$ cat src/rtl/apb_initiator_pkg.sv
// Shared types and defaults for the APB initiator.
package apb_initiator_pkg;

  localparam int unsigned DEF_ADDR_W = 13;
  localparam int unsigned DEF_DATA_W = 32;

  typedef enum logic [1:0] {
    IDLE   = 2'd0,
    SETUP  = 2'd1,
    ACCESS = 2'd2,
    RESP   = 2'd3
  } state_e;

  typedef struct packed {
    logic [DEF_DATA_W-1:0] rdata;
    logic                  err;
    logic                  timeout;
  } rsp_t;

endpackage

$ cat src/rtl/apb_initiator.sv
// APB requester: accepts one valid/ready command, runs an APB SETUP/ACCESS
// transfer with an optional wait-state timeout, and returns a registered
// response on a valid/ready stream. One transfer outstanding at a time.
module apb_initiator
  import apb_initiator_pkg::*;
#(
  parameter int unsigned APB_ADDR_WIDTH = DEF_ADDR_W,
  parameter int unsigned APB_DATA_WIDTH = DEF_DATA_W,
  parameter int unsigned TIMEOUT_CYCLES = 16
) (
  input  logic                      clk_i,
  input  logic                      rst_i,
  input  logic                      req_valid_i,
  output logic                      req_ready_o,
  input  logic [APB_ADDR_WIDTH-1:0] req_addr_i,
  input  logic [APB_DATA_WIDTH-1:0] req_wdata_i,
  input  logic                      req_write_i,
  output logic                      rsp_valid_o,
  input  logic                      rsp_ready_i,
  output logic [APB_DATA_WIDTH-1:0] rsp_rdata_o,
  output logic                      rsp_err_o,
  output logic                      rsp_timeout_o,
  output logic [APB_ADDR_WIDTH-1:0] apb_paddr_o,
  output logic [APB_DATA_WIDTH-1:0] apb_pwdata_o,
  output logic                      apb_pwrite_o,
  output logic                      apb_psel_o,
  output logic                      apb_penable_o,
  input  logic [APB_DATA_WIDTH-1:0] apb_prdata_i,
  input  logic                      apb_pready_i,
  input  logic                      apb_pslverr_i
);

  localparam int unsigned     CNT_W    = (TIMEOUT_CYCLES == 0) ? 1 : $clog2(TIMEOUT_CYCLES + 1);
  localparam bit              TMO_EN   = (TIMEOUT_CYCLES != 0);
  localparam logic [CNT_W-1:0] CNT_LAST = CNT_W'(TIMEOUT_CYCLES - 1);

  state_e                    state_q, state_d;
  logic [APB_ADDR_WIDTH-1:0] addr_q, addr_d;
  logic [APB_DATA_WIDTH-1:0] wdata_q, wdata_d;
  logic                      write_q, write_d;
  logic [APB_DATA_WIDTH-1:0] rdata_q, rdata_d;
  logic                      err_q, err_d;
  logic                      tmo_q, tmo_d;
  logic [CNT_W-1:0]          wait_q, wait_d;

  // State, capture, response and wait-counter registers with synchronous reset.
  always_ff @(posedge clk_i) begin
    if (rst_i) begin
      state_q <= IDLE;
      addr_q  <= '0;
      wdata_q <= '0;
      write_q <= 1'b0;
      rdata_q <= '0;
      err_q   <= 1'b0;
      tmo_q   <= 1'b0;
      wait_q  <= '0;
    end else begin
      state_q <= state_d;
      addr_q  <= addr_d;
      wdata_q <= wdata_d;
      write_q <= write_d;
      rdata_q <= rdata_d;
      err_q   <= err_d;
      tmo_q   <= tmo_d;
      wait_q  <= wait_d;
    end
  end

  // Next-state logic: request capture, APB phase sequencing, response capture.
  always_comb begin
    state_d = state_q;
    addr_d  = addr_q;
    wdata_d = wdata_q;
    write_d = write_q;
    rdata_d = rdata_q;
    err_d   = err_q;
    tmo_d   = tmo_q;
    wait_d  = wait_q;
    unique case (state_q)
      IDLE: begin
        if (req_valid_i) begin
          addr_d  = req_addr_i;
          write_d = req_write_i;
          wdata_d = req_write_i ? req_wdata_i : '0;
          state_d = SETUP;
        end
      end
      SETUP: begin
        wait_d  = '0;
        state_d = ACCESS;
      end
      ACCESS: begin
        if (apb_pready_i) begin
          rdata_d = write_q ? '0 : apb_prdata_i;
          err_d   = apb_pslverr_i;
          tmo_d   = 1'b0;
          state_d = RESP;
        end else begin
          // Saturate rather than wrap so a disabled timeout cannot alias.
          if (wait_q != '1) wait_d = wait_q + 1'b1;
          if (TMO_EN && (wait_q == CNT_LAST)) begin
            rdata_d = '0;
            err_d   = 1'b1;
            tmo_d   = 1'b1;
            state_d = RESP;
          end
        end
      end
      RESP: begin
        if (rsp_ready_i) state_d = IDLE;
      end
      default: state_d = IDLE;
    endcase
  end

  assign req_ready_o   = (state_q == IDLE) && !rst_i;
  assign apb_psel_o    = (state_q == SETUP) || (state_q == ACCESS);
  assign apb_penable_o = (state_q == ACCESS);
  assign apb_paddr_o   = addr_q;
  assign apb_pwdata_o  = wdata_q;
  assign apb_pwrite_o  = write_q;
  assign rsp_valid_o   = (state_q == RESP);
  assign rsp_rdata_o   = rdata_q;
  assign rsp_err_o     = err_q;
  assign rsp_timeout_o = tmo_q;

endmodule

$ cat config.mk
export PLATFORM = sky130hd
export DESIGN_NAME = apb_initiator
export DESIGN_NICKNAME = d
export VERILOG_FILES = /design/src/rtl/apb_initiator_pkg.sv /design/src/rtl/apb_initiator.sv
export SDC_FILE = /design/constraint.sdc
export NUM_CORES = 1
export LEC_CHECK = 0
export ABC_CLOCK_PERIOD_IN_PS = 2000
export BUFFER_PORTS_ARGS = -buffer_cell sky130_fd_sc_hd__buf_2
export CORE_ASPECT_RATIO = 1.1
export CORE_UTILIZATION = 45
export DETAILED_ROUTE_END_ITERATION = 10
export PLACE_DENSITY = 0.8
export SYNTH_ARGS = -nofsm -noshare
export SYNTH_HDL_FRONTEND = slang
export SYNTH_SLANG_ARGS = --single-unit
$ cat constraint.sdc
create_clock -name clk_i -period 2 [get_ports clk_i]
set_input_delay 0.4 -clock clk_i [delete_from_list [all_inputs] [get_ports clk_i]]
set_output_delay 0.4 -clock clk_i [all_outputs]
set_load 0.02 [all_outputs]
==> impl_metrics.py <==
metrics = {
    "status": {
        "status": "finished clean",
    },
    "logic_synthesis": {
        "synthesis.nets": 468,
        "ys_seq_area_share_pct": 54.0,
        "netlist_instances": 377,
        "syn_area_um2": 3230,
        "yosysUniqueCellTypes": 34,
        "avgSynthCellArea_um2": 8.56,
        "ys_seq_elements": 87,
        "yosys_warnings": 0,
    },
    "power": {
        "power_leakage_nw": 1.99,
        "power_mw": 4.62,
        "irDropWorstVdd_v": 0.000656,
        "netSwitchingFraction_pct": 36.9,
        "clkPwrFrac_pct": 23.4,
        "p_seq_share_pct": 43.8,
        "power_density_nw_per_um2": 1070,
        "power.internal_mw": 2.92,
        "combPwrFrac_pct": 32.7,
        "p_switching_mw": 1.70,
    },
    "clock_network": {
        "ctsResizeCount": 0,
        "numCtsBuffers": 9,
        "clockBufferDepth": 2,
        "clkSinkCount": 87,
        "clkLatencyLatePin_ns": 0.35,
        "post-cts-setup-buffers": 0,
        "htreeDepth": 3,
        "cts_tree": "built",
        "clockRootBuffer": "clkbuf_8",
        "clk_pin_slew_ns": 0.09,
        "cts_hold_buf": 0,
    },
    "grt": {
        "gr-total-overflow": 0,
        "antenna_found_initial": 0,
        "grt_max_degree": 50,
        "grt_pass1_vias": 2921,
        "grtUsageTotal_pct": 21.5,
        "grt_pass1_wl_mm": 12.6,
    },
    "routing": {
        "drtIter0Drc": 98,
        "drt.antenna.violating_nets": 0,
        "drt-total-wl_mm": 8.03,
        "vias": 3193,
        "drc": 0,
        "wire_per_inst_um": 12.9,
        "viasPerCell": 5.13,
        "dr.pass1.iters": 4,
    },
    "sta": {
        "finalSetupViolCount": 0,
        "fin_skew_ns": 0.0137,
        "finalCritPeriodShare_pct": 95.6,
        "timing.hold.ws_ns": 0.278,
        "slew_headroom_pct": 61.8,
        "hold_viol": 0,
        "fmax_ghz": 0.523,
        "rsz0062_at_grt": "false",
        "slew_viol_final": 0,
        "fin_crit_ns": 1.91,
        "tns_ns": 0,
        "tightest_slew_ns": 0.573,
    },
    "setup_path": {
        "worstPathMaxFanout": 4,
        "crit_chain": "ha_1 -> and3_1 -> ha_2 -> or2_0 -> or4_1 -> a31oi_1",
        "worstPathRequired_ns": 2.27,
        "crit_buf_inv": 0,
        "cp_top_family": "simple AND/OR/NAND/NOR gates",
        "crit_type": "register to register",
        "cp.arrival_ns": 2.18,
        "rrSetupSlack_ns": 0.09,
        "slowest_stage": "or4_1",
        "slowest_delay_ns": 0.51,
        "startpoint_type": "register",
        "cp-end-kind": "register",
    },
    "floorplanning": {
        "core_um2": 6970,
        "initial_utilization_pct": 46.3,
        "die_w_um": 82.8,
        "rows": 32,
        "die_height_um": 90.8,
        "ios": 168,
        "dieArea_um2": 7520,
    },
    "layout": {
        "nets": 623,
        "area_growth_syn_to_layout_pct": 33.2,
        "final_common_cell": "buf_2",
        "layout.cells.most_common_list": "buf_2 (167), dfxtp_1 (86), nand2_1 (66), a21oi_1 (51)",
        "finalNonFillerCells": 622,
        "diodes": 0,
        "drive_gt1_share_pct": 36.5,
        "fillerInstances": 621,
    },
    "hold_path": {
        "holdCritPathClass": "input pin to register",
    },
    "placed_design": {
        "gp_congestion": 0.781,
        "numPortBuffers": 167,
        "placed_cells": 606,
        "place_hpwl_mm": 5.62,
    },
    "run": {
        "maxCapViolations": 0,
    },
}
logic make-up after synthesis:
kind of cell             Yosys count  share of synthesized area (%)
AND/OR/NAND/NOR                  149                           20.3
AO/OA/AOI/OAI                     96                           18.2
flip-flops                        87                           54.0
buffers and inverters             38                           4.81
adder cells (fa/ha/maj)            7                           2.71
Yosys cell counts:
cell	n	area, um2
nand3_1	33	165
and4bb_2	1	12.5
nand4_1	1	6.26
a21oi_1	51	255
or4_1	1	7.51
nor3b_1	2	15.0
nand2b_1	4	25.0
buf_2	4	20.0
or3b_1	1	8.76
nand2_1	66	248
or2_0	1	6.26
a211oi_1	1	7.51
nor3_1	1	5.00
o311a_1	1	10.0
dfxtp_1	87	1740
a32o_1	1	10.0
a22oi_1	32	240
a31o_2	1	8.76
and3_1	1	6.26
and3b_1	1	8.76
a31o_1	1	8.76
nor2_1	33	124
buf_6	1	11.3
buf_1	4	15.0
o21ai_1	1	5.00
clkbuf_1	23	86.3
and2_1	1	6.26
nor2b_1	2	12.5
a31oi_1	1	6.26
o211ai_1	1	7.51
inv_1	6	22.5
o21ai_0	4	20.0
o21a_1	1	7.51
ha_1	7	87.6
worst paths after layout:
kind / startpoint / end / cells after the start
hold reg to reg: apb_paddr_o[8] / apb_paddr_o[8] / 2
setup / recovery: wait_q[0] / wait_q[3] / 6
hold / removal: req_addr_i[7] / apb_paddr_o[7] / 3
setup reg to reg: wait_q[0] / wait_q[3] / 6
per-layer routing:
layer	routed length (um)	global-route usage (%)	vias to the layer above
li1	-	-	1598
met1	3370	24.9	1470
met2	3960	36.0	102
met3	494	5.35	23
met4	212	10.6	0
met5	0	0	-
per-stage QoR:
| step | worst slack, ns | cell area, um2 | utilization (%) |
|---|---|---|---|
| 2_1_floorplan | 0.187 | 3230 | - |
| 3_3_place_gp | 0.135 | 4120 | 59.2 |
| 3_5_place_dp | 0.0576 | 4120 | 59.2 |
| 4_1_cts | 0.0421 | 4300 | 61.7 |
| 5_1_grt | 0.00346 | 4300 | 61.7 |
| 6_report | 0.0874 | 4300 | 61.7 |
state kept, by name (all words and copies together) (netlist names):
name and count:
rsp_timeout_o 1, apb_pwdata_o 32, rsp_err_o 1, apb_pwrite_o 1, state_q 2, rsp_rdata_o 32, wait_q 5, apb_paddr_o 13
power groups by stage:
stage	Sequential, mW	Combinational [mW]	Clock [mW]
6_report	2.03	1.51	1.08
5_1_grt	2.06	1.67	1.19
4_1_cts	2.03	1.52	1.12
3_3_place_gp	2.05	1.48	0
2_1_floorplan	2.27	0.801	0
3_5_place_dp	2.06	1.51	0
layout make-up:
type                            count  area, um2  area share (%)
Inverter                            6       22.5           0.524
Clock inverter                      6       46.3            1.08
Clock buffer                       10        128            2.97
Multi-Input combinational cell    252       1340            31.1
Tap cell                           85        106            2.47
Sequential cell                    87       1740            40.5
Timing Repair Buffer              176        916            21.3
worst register-to-register path, cell delays in order, from the launching register on:
cell	delay (ns)
dfxtp_2	0.34
ha_1	0.21
and3_1	0.20
ha_2	0.19
or2_0	0.21
or4_1	0.51
a31oi_1	0.18
No activity file was read; power rests on OpenSTA's default activity.
